$ cat src/rtl/quadrilatero_arb_pkg.sv
// quadrilatero_arb_pkg
//   Shared helpers for the quadrilatero arbiters.
//   - clog2_f1(): ceil(log2(n)) with a floor of 1. It sizes index and counter
//     fields so that they stay at least one bit wide.
//   - slot_max_t / make_slot(): a grant slot (valid + requester index) at the
//     widest supported index width. Arbiters of any WIDTH can exchange slots
//     through it. Each arbiter also declares its own slot type at its exact
//     IDX_W.
package quadrilatero_arb_pkg;

  localparam int MAX_IDX_W = 16;

  typedef struct packed {
    logic                 valid;
    logic [MAX_IDX_W-1:0] idx;
  } slot_max_t;

  function automatic int clog2_f1(input int n);
    return (n <= 2) ? 1 : $clog2(n);
  endfunction

  function automatic slot_max_t make_slot(input logic valid, input int unsigned idx);
    slot_max_t s;
    s.valid = valid;
    s.idx   = valid ? MAX_IDX_W'(idx) : '0;
    return s;
  endfunction

endpackage

$ cat src/rtl/quadrilatero_rr_pick.sv
// quadrilatero_rr_pick
//   Purely combinational round-robin multi-grant picker. It scans the WIDTH
//   requesters starting at ptr_i and wrapping modulo WIDTH. The first NUM_GNT
//   requesting indices go into slots 0..NUM_GNT-1 in scan order.
// Ports
//   req_i        [WIDTH]           request vector
//   ptr_i        [IDX_W]           scan start index (must be < WIDTH)
//   gnt_o        [WIDTH]           granted requesters
//   slot_valid_o [NUM_GNT]         slot k holds a grant
//   slot_idx_o   [NUM_GNT][IDX_W]  requester index of slot k (0 if invalid)
//   last_idx_o   [IDX_W]           index held by the last valid slot
//   any_o                          at least one slot is valid
module quadrilatero_rr_pick
  import quadrilatero_arb_pkg::*;
#(
  parameter int WIDTH   = 8,
  parameter int NUM_GNT = 3,
  parameter int IDX_W   = clog2_f1(WIDTH)
) (
  input  logic [WIDTH-1:0]              req_i,
  input  logic [IDX_W-1:0]              ptr_i,
  output logic [WIDTH-1:0]              gnt_o,
  output logic [NUM_GNT-1:0]            slot_valid_o,
  output logic [NUM_GNT-1:0][IDX_W-1:0] slot_idx_o,
  output logic [IDX_W-1:0]              last_idx_o,
  output logic                          any_o
);

  typedef struct packed {
    logic             valid;
    logic [IDX_W-1:0] idx;
  } slot_t;

  slot_t [NUM_GNT-1:0] slots;
  logic  [WIDTH-1:0]   req_rot;
  logic  [WIDTH-1:0]   gnt_rot;
  logic  [2*WIDTH-1:0] req_dbl;
  logic  [2*WIDTH-1:0] gnt_dbl;

  // Rotate the requests so that bit s is the requester at scan position s.
  // Doubling the vector avoids a modulo on every bit. It also handles
  // non-power-of-two WIDTH.
  assign req_dbl = {req_i, req_i} >> ptr_i;
  assign req_rot = req_dbl[WIDTH-1:0];

  always_comb begin
    int hits;
    int pos;
    slots      = '0;
    gnt_rot    = '0;
    last_idx_o = '0;
    hits       = 0;
    pos        = 0;
    for (int s = 0; s < WIDTH; s++) begin
      if (req_rot[s] && (hits < NUM_GNT)) begin
        pos = int'(ptr_i) + s;
        if (pos >= WIDTH) pos = pos - WIDTH;
        for (int k = 0; k < NUM_GNT; k++) begin
          if (k == hits) begin
            slots[k].valid = 1'b1;
            slots[k].idx   = IDX_W'(pos);
          end
        end
        gnt_rot[s] = 1'b1;
        last_idx_o = IDX_W'(pos);
        hits       = hits + 1;
      end
    end
  end

  // Rotate the grants back into requester order.
  assign gnt_dbl = {gnt_rot, gnt_rot} << ptr_i;
  assign gnt_o   = gnt_dbl[2*WIDTH-1:WIDTH];

  always_comb begin
    for (int k = 0; k < NUM_GNT; k++) begin
      slot_valid_o[k] = slots[k].valid;
      slot_idx_o[k]   = slots[k].idx;
    end
  end

  assign any_o = slots[0].valid;

endmodule

$ cat src/rtl/quadrilatero_rr_multigrant_arbiter.sv
// quadrilatero_rr_multigrant_arbiter
//   Round-robin arbiter that grants up to NUM_GNT of WIDTH requesters per
//   cycle. The search pointer advances past the last granted requester. It
//   does so only after BURST_LEN accepted grant cycles. Grants are
//   combinational from req_i and the pointer. ready_i only decides whether
//   the cycle counts as accepted.
// Ports
//   clk_i        clock
//   rst_ni       synchronous active-low reset; it also forces grant outputs low
//   req_i        [WIDTH]          request vector
//   ready_i                       downstream accepts the current grant set
//   flush_i                       clear pointer and burst counter
//   gnt_o        [WIDTH]          granted requesters
//   gnt_valid_o  [NUM_GNT]        slot k holds a grant
//   gnt_idx_o    [NUM_GNT*IDX_W]  slot k index at bits [k*IDX_W +: IDX_W]
//   ptr_o        [IDX_W]          current search pointer
//   rotate_o                      accepted cycle that moves the pointer
module quadrilatero_rr_multigrant_arbiter
  import quadrilatero_arb_pkg::*;
#(
  parameter  int WIDTH     = 8,
  parameter  int NUM_GNT   = 3,
  parameter  int BURST_LEN = 4,
  localparam int IDX_W     = clog2_f1(WIDTH),
  localparam int CNT_W     = clog2_f1(BURST_LEN)
) (
  input  logic                     clk_i,
  input  logic                     rst_ni,
  input  logic [WIDTH-1:0]         req_i,
  input  logic                     ready_i,
  input  logic                     flush_i,
  output logic [WIDTH-1:0]         gnt_o,
  output logic [NUM_GNT-1:0]       gnt_valid_o,
  output logic [NUM_GNT*IDX_W-1:0] gnt_idx_o,
  output logic [IDX_W-1:0]         ptr_o,
  output logic                     rotate_o
);

  localparam logic [CNT_W-1:0] CNT_LAST = CNT_W'(BURST_LEN - 1);
  localparam logic [IDX_W-1:0] IDX_LAST = IDX_W'(WIDTH - 1);

  logic [IDX_W-1:0]              ptr_q, ptr_d;
  logic [CNT_W-1:0]              cnt_q, cnt_d;
  logic [WIDTH-1:0]              pick_gnt;
  logic [NUM_GNT-1:0]            pick_valid;
  logic [NUM_GNT-1:0][IDX_W-1:0] pick_idx;
  logic [IDX_W-1:0]              pick_last;
  logic                          pick_any;
  logic                          acc;
  logic                          burst_end;

  quadrilatero_rr_pick #(
    .WIDTH  (WIDTH),
    .NUM_GNT(NUM_GNT),
    .IDX_W  (IDX_W)
  ) u_pick (
    .req_i       (req_i),
    .ptr_i       (ptr_q),
    .gnt_o       (pick_gnt),
    .slot_valid_o(pick_valid),
    .slot_idx_o  (pick_idx),
    .last_idx_o  (pick_last),
    .any_o       (pick_any)
  );

  // Any request means at least one slot is filled. pick_any is therefore the
  // same as |req_i here.
  assign acc       = ready_i && pick_any && rst_ni;
  assign burst_end = (cnt_q == CNT_LAST);
  assign rotate_o  = acc && burst_end && !flush_i;

  always_comb begin
    ptr_d = ptr_q;
    cnt_d = cnt_q;
    if (flush_i) begin
      ptr_d = '0;
      cnt_d = '0;
    end else if (acc) begin
      if (burst_end) begin
        cnt_d = '0;
        // Compare rather than truncate so that non-power-of-two WIDTH wraps correctly.
        ptr_d = (pick_last == IDX_LAST) ? '0 : pick_last + 1'b1;
      end else begin
        cnt_d = cnt_q + 1'b1;
      end
    end
  end

  always_ff @(posedge clk_i) begin
    if (!rst_ni) begin
      ptr_q <= '0;
      cnt_q <= '0;
    end else begin
      ptr_q <= ptr_d;
      cnt_q <= cnt_d;
    end
  end

  assign gnt_o       = rst_ni ? pick_gnt   : '0;
  assign gnt_valid_o = rst_ni ? pick_valid : '0;
  assign gnt_idx_o   = rst_ni ? pick_idx   : '0;
  assign ptr_o       = ptr_q;

endmodule

$ cat config.mk
export PLATFORM = sky130hd
export DESIGN_NAME = quadrilatero_rr_multigrant_arbiter
export DESIGN_NICKNAME = d
export VERILOG_FILES = /design/src/rtl/quadrilatero_arb_pkg.sv /design/src/rtl/quadrilatero_rr_pick.sv /design/src/rtl/quadrilatero_rr_multigrant_arbiter.sv
export SDC_FILE = /design/constraint.sdc
export NUM_CORES = 1
export LEC_CHECK = 0
export ABC_AREA = 1
export CAP_MARGIN = 30
export CELL_PAD_IN_SITES_DETAIL_PLACEMENT = 0
export CELL_PAD_IN_SITES_GLOBAL_PLACEMENT = 1
export CORE_MARGIN = 2
export CORE_UTILIZATION = 48
export CTS_CLUSTER_DIAMETER = 80
export DETAILED_ROUTE_END_ITERATION = 8
export DONT_BUFFER_PORTS = 1
export GPL_ROUTABILITY_DRIVEN = 0
export GPL_TIMING_DRIVEN = 0
export PLACE_DENSITY_LB_ADDON = 0.1
export SLEW_MARGIN = 0
export SYNTH_ARGS = -nofsm -noshare
export SYNTH_HDL_FRONTEND = slang
export SYNTH_SLANG_ARGS = --single-unit
export TNS_END_PERCENT = 30
$ cat constraint.sdc
create_clock -name clk_i -period 11.1 [get_ports clk_i]
set_clock_uncertainty 0.15 [all_clocks]
set_input_delay 0.555 -clock clk_i [delete_from_list [all_inputs] [get_ports clk_i]]
set_output_delay 0.555 -clock clk_i [all_outputs]
set_load 0.02 [all_outputs]
==> results of run 1 <==
==> per-layer routing <==
metal | global-route usage | vias to the layer above | share of wire
met5 | 0 | - | 0
met4 | 0.0768 | 0 | 0.022
met3 | 0.0435 | 15 | 0.086
met2 | 0.443 | 120 | 0.45
met1 | 0.368 | 1307 | 0.45
li1 | - | 1509 | -
==> flip-flops by register name, indices dropped and copies added (netlist names) <==
name,flops
cnt_q,2
ptr_o,3
==> logic make-up after synthesis <==
family	Yosys count	share of synthesized area
AO/OA/AOI/OAI	89	0.205
XOR/XNOR	3	0.0102
adder cells (fa/ha/maj)	29	0.144
buffers and inverters	72	0.119
flip-flops	5	0.0389
multiplexers	1	0.00389
other	1	0.00146
AND/OR/NAND/NOR	250	0.478
==> power groups by stage <==
stage                     Combinational [mW]  Clock (mW)  Sequential, mW
after floorplan                        0.161           0          0.0188
after global placement                 0.198           0          0.0188
after detailed placement               0.200           0          0.0188
after CTS                              0.201      0.0345          0.0185
after global routing                   0.228      0.0358          0.0186
final                                  0.202      0.0339          0.0186
==> placed cells by master, fill, tap and decap left out, types with 2 or more instances in the layout <==
master	n
a21oi_1	23
a22oi_1	2
a31oi_1	7
buf_2	4
buf_4	2
buf_6	3
clkbuf_1	7
clkbuf_8	3
conb_1	2
dfxtp_1	5
ha_1	28
inv_1	48
inv_2	6
nand2_1	117
nand2_2	13
nand2_4	7
nand3_1	47
nand3_2	7
nand3_4	2
nand3b_1	3
nand4_1	4
nor2_1	41
nor3_1	2
o2111ai_1	2
o211ai_1	9
o21ai_0	36
o221ai_1	3
o22ai_1	2
xnor2_1	2
==> worst max-delay path: cells and delay by family, from the launching register on <==
family | cells | cell delay [ps]
fa+ha+maj | 6 | 1400
compound gates | 3 | 840
buf+inv | 12 | 1760
flops | 1 | 470
simple gates | 18 | 2670
==> metrics by stage <==
step	cells	area, um2
after floorplan	451	2580
after CTS	525	2710
after detailed placement	521	2670
final	525	2710
after global routing	525	2710
after global placement	521	2670
==> final cells by class <==
cell class	count	area, um2
fillers	605	2430
inverters	55	206
clock inverters	1	5.00
multi-input cells	374	2170
well taps	70	87.6
flip-flops and latches	5	100
clock buffers	3	41.3
plain buffers	17	100
==> worst max path at each step <==
stage                        end  slack (ps)
floorplan           gnt_idx_o[3]        4580
global placement    gnt_idx_o[5]        3360
detailed placement  gnt_idx_o[5]        3340
CTS                 gnt_idx_o[5]        3050
global route        gnt_idx_o[5]        2430
finish              gnt_idx_o[5]        3020
==> out/summary.txt, run 1 <==
Synth warnings -> 0
PD cells -> 93.8 nW/um2
Hold Crit Depth -> 2
Fin Setup TNS -> 0 ps
Iter 0 DRT Violations -> 287
Final setup violating endpoints -> 0
DP Worst Slack -> 3340 ps
Clock Latency Late Sink -> 220 ps
Rel. slew slack -> 0.618
CTS tree -> built
Fin util -> 0.528
Status -> finished clean
Vias in the first global route -> 2746
R2R Path Start -> ptr_o[1]
Gate Count Post-Synth -> 450
Comb pwr share -> 0.794
Final cycle utilization of the critical path -> 0.728
Cell Int Power -> 106 uW
Tot Pwr -> 255 uW
First-pass GRT wire length -> 13300 um
IO Port Bufs -> 0
Avg Vias per Cell -> 5.62
Routed len/inst -> 15.1 um
Layout area overhead -> 5.34%
CP Max Fanout -> 10
Largest net degree at the start of global routing -> 12
Die Area -> 5970 um2
Clock transition at path regs -> 40 ps
Seq pwr share -> 0.073
CTS sink cnt -> 5
CTS H-tree lvls -> 1
Final Critical Period -> 8080 ps
Origin of the worst setup path -> ptr_o[1]
Req. time, crit path -> 10400 ps
Initial antenna violation count -> 0
Most frequent cell after synthesis -> nand2_1
Max_cap viols -> 0
Slew @ Worst Pin -> 573 ps
Hold EP -> cnt_q[1]
Pre-Repair DR Iteration Count -> 5
TritonCTS Buffers -> 3
HP Class -> flop to flop
Proportion of layout cells with a drive suffix above 1 -> 0.125
Final #Nets -> 497
Netlist Area Pre-Place -> 2580 um2
Area leader, netlist -> nand2_1
WHS -> 307 ps
Post-synth top area share -> 0.170
Die Width -> 77.3 um
Initial Utilization -> 0.501
Unique masters post-synth -> 45
# hold bufs at CTS -> 0
Clock root cell -> clkbuf_8
Critical path's slowest cell -> a31oi_1
Core area -> 5140 um2
DRC viols -> 0
Post-CTS Setup Inserts -> 0
PostCTS Resize Cnt -> 0
# rows -> 26
CP peak stage delay -> 550 ps
Grt total ovfl -> 0
Post-DRT Antenna Nets -> 0
IO Pins -> 36
Via count -> 2951
Startpoint types -> flop
Post-synth EDFFs -> 0
RSZ-0062 raised after global routing -> no
Average cell area after synthesis -> 5.72 um2
GRT Util Overall -> 0.272
FMAX -> 124 MHz
Final Routed Wirelength -> 7920 um
FF-to-FF setup slack -> 3440 ps
Max Slew Vio Count -> 0
Lkg Pwr -> 1.40 nW
Antenna Cells -> 0
Switch Pwr -> 149 uW
Yosys reg bits -> 5
Worst path most repeated cell -> inv_1
Final WS setup -> 3020 ps
Hold path start -> cnt_q[1]
Clock Power Share -> 0.133
WS Path Type -> flop to output pin
Post-synth ARST share -> 0
Sw frac -> 0.585
Top cells by count, synth -> nand2_1, inv_1, nand3_1
VDD IR-drop max -> 74.8 uV
Final Hold Fails -> 0
Crit path arrival time -> 7380 ps
Max Root-Sink Buffers -> 2
Reg2reg path depth -> 45
Post-detail-place hpwl -> 6260 um
Synth top area cells -> nand2_1, ha_1, nand3_1
RR Endpoint -> ptr_o[0]
Top FF cell, synth -> dfxtp_1
Post-synthesis sequential area ratio -> 0.0389
Die height -> 77.3 um
Worst Setup End Kind -> output pin
(Power assumes the default switching activity.)
==> run 2, diff against run 1 <==
--- a/config.mk
+++ b/config.mk
@@ -5,12 +5,12 @@
 export SDC_FILE = /design/constraint.sdc
 export NUM_CORES = 1
 export LEC_CHECK = 0
-export ABC_AREA = 1
+export ABC_AREA = 0
 export CAP_MARGIN = 30
 export CELL_PAD_IN_SITES_DETAIL_PLACEMENT = 0
 export CELL_PAD_IN_SITES_GLOBAL_PLACEMENT = 1
 export CORE_MARGIN = 2
-export CORE_UTILIZATION = 48
+export CORE_UTILIZATION = 43
 export CTS_CLUSTER_DIAMETER = 80
 export DETAILED_ROUTE_END_ITERATION = 8
 export DONT_BUFFER_PORTS = 1
==> constraint.sdc (replaced) <==
create_clock -name clk_i -period 6.9 [get_ports clk_i]
set_clock_uncertainty 0.15 [all_clocks]
set_input_delay 0.345 -clock clk_i [delete_from_list [all_inputs] [get_ports clk_i]]
set_output_delay 0.345 -clock clk_i [all_outputs]
set_load 0.02 [all_outputs]
==> run 2 against run 1 <==
Effect of this change:
- the flow now finishes with violations (negative setup slack)
- wire length is 48% higher
- sequential power is 55% higher
- power grew to 2.8 times the previous value
- clock power is 54% higher
- flip-flop and latch count stayed put
- via count is 23% higher
- critical path depth is 6 lower
- cell count is 4.4% higher
- first-iteration DRC count is 47% higher
- critical endpoint is now gnt_o[5]
- largest power group unchanged
==> out/summary.txt, run 2 <==
Die Width -> 85.2 um (+10%)
Vias in the first global route -> 3304 (+20%)
# rows -> 29 (+12%)
Placed cell area -> 3240 um2 (+21%)
Most common cell after layout, fill and taps aside -> buf_4
HP Class -> input port to flop
Crit path arrival time -> 6920 ps (-460 ps)
DRC viols -> 0 (unchanged)
Critical path's slowest cell -> fa_2
WS Path Type -> flop to output pin
IO Port Bufs -> 0 (unchanged)
Cell Int Power -> 343 uW (+220%)
Average cell area after synthesis -> 7.00 um2 (+22%)
Worst path most repeated cell -> ha_4
Clock Latency Late Sink -> 220 ps (about the same)
CTS H-tree lvls -> 1 (unchanged)
Lkg Pwr -> 1.59 nW (+14%)
Design area -> 4180 um2 (+54%)
# hold bufs at CTS -> 0 (unchanged)
Post-detail-place hpwl -> 8240 um (+32%)
Routed len/inst -> 21.4 um (+42%)
Slew @ Worst Pin -> 757 ps (+184 ps)
Post-synth ARST share -> 0 (unchanged)
Mux cell area share after synthesis -> 0.157 (+0.153)
Most frequent cell after synthesis -> nand2_1
Post-Synth Simple-Gate Area -> 0.244 (-0.234)
Initial Utilization -> 0.446 (-0.0549)
Gate Count Post-Synth -> 405 (-10%)
TritonCTS Buffers -> 3 (unchanged)
Clock root cell -> clkbuf_8
Final Routed Wirelength -> 11700 um (+48%)
Avg Vias per Cell -> 6.64 (+18%)
GRT Util Overall -> 0.312 (+0.0400)
Compound-gate portion of the synthesized area -> 0.353 (+0.148)
Max FFs per register -> 3 (unchanged)
Max Slew Vio Count -> 0 (unchanged)
Proportion of layout cells with a drive suffix above 1 -> 0.412 (+0.287)
Area leader, netlist -> ha_1
Final WS setup -> -517 ps (-3530 ps)
Clock Power Share -> 0.074 (-0.059)
DP Worst Slack -> -1430 ps (-4770 ps)
Failing checks -> negative setup slack
CTS tree -> built
Final #Nets -> 513 (+3.2%)
XOR/XNOR share of the synthesized area -> 0.00618 (-0.00402)
CP Max Fanout -> 5 (-5)
Hold path start -> flush_i
Antenna Cells -> 0 (unchanged)
Max_cap viols -> 0 (unchanged)
Sw frac -> 0.513 (-0.0728)
Via count -> 3641 (+23%)
Synth warnings -> 0 (unchanged)
Adder-cell share of the synthesized area -> 0.131 (-0.0131)
WHS -> 267 ps (-40.3 ps)
Unique masters post-synth -> 72 (+60%)
Commonest non-fill, non-tap cells in the layout -> buf_4, nand2_1, nor2_1
Core area -> 6350 um2 (+24%)
Die height -> 85.2 um (+10%)
Seq pwr share -> 0.041 (-0.032)
Rel. slew slack -> 0.496 (-0.122)
RSZ-0062 raised after global routing -> yes
VDD IR-drop max -> 186 uV (+150%)
Origin of the worst setup path -> ptr_o[1]
Status -> finished, violations left
CTS sink cnt -> 5 (unchanged)
Top FF cell, synth -> dfxtp_1
Grt total ovfl -> 0 (unchanged)
Initial antenna violation count -> 0 (unchanged)
Synth top area cells -> ha_1, nand2_1, mux4_2
Largest net degree at the start of global routing -> 12 (unchanged)
IO Pins -> 36 (unchanged)
Post-synth EDFFs -> 0 (unchanged)
Post-DRT Antenna Nets -> 0 (unchanged)
Comb pwr share -> 0.885 (+0.091)
Startpoint types -> flop
Max Root-Sink Buffers -> 2 (unchanged)
Req. time, crit path -> 6400 ps (-4000 ps)
Top cells by count, synth -> nand2_1, nor2_1, a21oi_1, o21ai_0, ha_1
Worst Setup End Kind -> output pin
Final setup violating endpoints -> 24 (+24)
Netlist Area Pre-Place -> 2830 um2 (+10%)
Post-synthesis sequential area ratio -> 0.0353 (-0.00353)
Switch Pwr -> 360 uW (+140%)
Tot Pwr -> 703 uW (+180%)
Post-synth top area share -> 0.124 (-0.0469)
Final Critical Period -> 7420 ps
First-pass GRT wire length -> 18000 um (+35%)
PD cells -> 168 nW/um2 (+79%)
Pre-Repair DR Iteration Count -> 5 (unchanged)
Clock transition at path regs -> 30 ps (about the same)
Layout area overhead -> 47.6%
Iter 0 DRT Violations -> 422 (+47%)
FMAX -> 135 MHz
Final Hold Fails -> 0 (unchanged)
Final cycle utilization of the critical path -> 1.07
Largest family of logic cells by synthesized area -> compound AO/OA/AOI/OAI gates
R2R Path Start -> ptr_o[1]
CP peak stage delay -> 590 ps (+40 ps)
Die Area -> 7260 um2 (+22%)
Yosys reg bits -> 5 (unchanged)
==> run 2: cell types whose count changed after synthesis, moves of 9 or more <==
| cell | change |
|---|---|
| mux2i_1 | +12 |
| and2_1 | +13 |
| nand2_1 | -62 |
| mux2_2 | +10 |
| nand3_1 | -36 |
| nand2_2 | -13 |
| mux4_2 | +9 |
| clkbuf_1 | +11 |
| inv_1 | -21 |
==> run 2: worst max-delay path, delay by kind of cell, from the launching register on <==
| kind | cells | cell delay, ps |
|---|---|---|
| and+or+nand+nor | 8 | 1430 |
| buffers and inverters | 7 | 570 |
| adders and majority gates | 6 | 1420 |
| AOI/OAI and AO/OA | 9 | 1550 |
| muxes | 3 | 1320 |
| DFF | 1 | 390 |
==> run 2: cells by family (layout without fill, tap and decap cells) <==
family / after synthesis / in the layout
xor+xnor: 2 / 2
buf+inv: 51 / 116
fa+ha+maj: 29 / 29
flops: 5 / 5
other cells: 1 / 2
compound gates: 139 / 139
mux: 32 / 32
simple gates: 146 / 146
==> run 2: area by class of cell <==
type                            count  area, um2
Buffer                             23        138
Clock buffer                        4       45.0
Fill cell                         493       2170
Inverter                           27        111
Multi-Input combinational cell    350       3190
Sequential cell                     5        109
Tap cell                           77       96.3
Timing Repair Buffer               62        492
==> run 2: per-layer routing <==
| layer | vias up | GRT usage | part of all wire |
|---|---|---|---|
| li1 | 1651 | - | - |
| met1 | 1784 | 0.451 | 0.43 |
| met2 | 175 | 0.506 | 0.47 |
| met3 | 31 | 0.0214 | 0.069 |
| met4 | 0 | 0.0750 | 0.023 |
| met5 | - | 0 | 0 |
==> run 2: final timing paths <==
check             endpoint  slack [ps]  depth (start not counted)
hold / removal    ptr_o[0]         270                          2
setup / recovery  gnt_o[5]        -520                         33
hold reg to reg   cnt_q[1]         350                          2
setup reg to reg  ptr_o[0]        -400                         40
==> run 2: power by group through the flow <==
stage               clock, mW  sequential (mW)  combinational (mW)
global route           0.0554           0.0288               0.661
finish                 0.0521           0.0288               0.622
CTS                    0.0543           0.0288               0.532
floorplan                   0           0.0296               0.343
global placement            0           0.0296               0.423
detailed placement          0           0.0296               0.427
==> run 2: through the flow <==
step | utilization | instances | setup TNS (ps)
3_5_place_dp | 0.510 | 483 | -31400
2_1_floorplan | - | 406 | 0
6_report | 0.659 | 548 | -9160
5_1_grt | 0.659 | 548 | -15050
4_1_cts | 0.610 | 529 | -8490
3_3_place_gp | 0.510 | 483 | -32390
==> run 2: what timing repair did <==
action	4_1_cts	5_1_grt
pin swaps	36	31
resized for setup	67	28
cloned	0	0
setup buffers	43	18
endpoints found under the setup margin	26	26
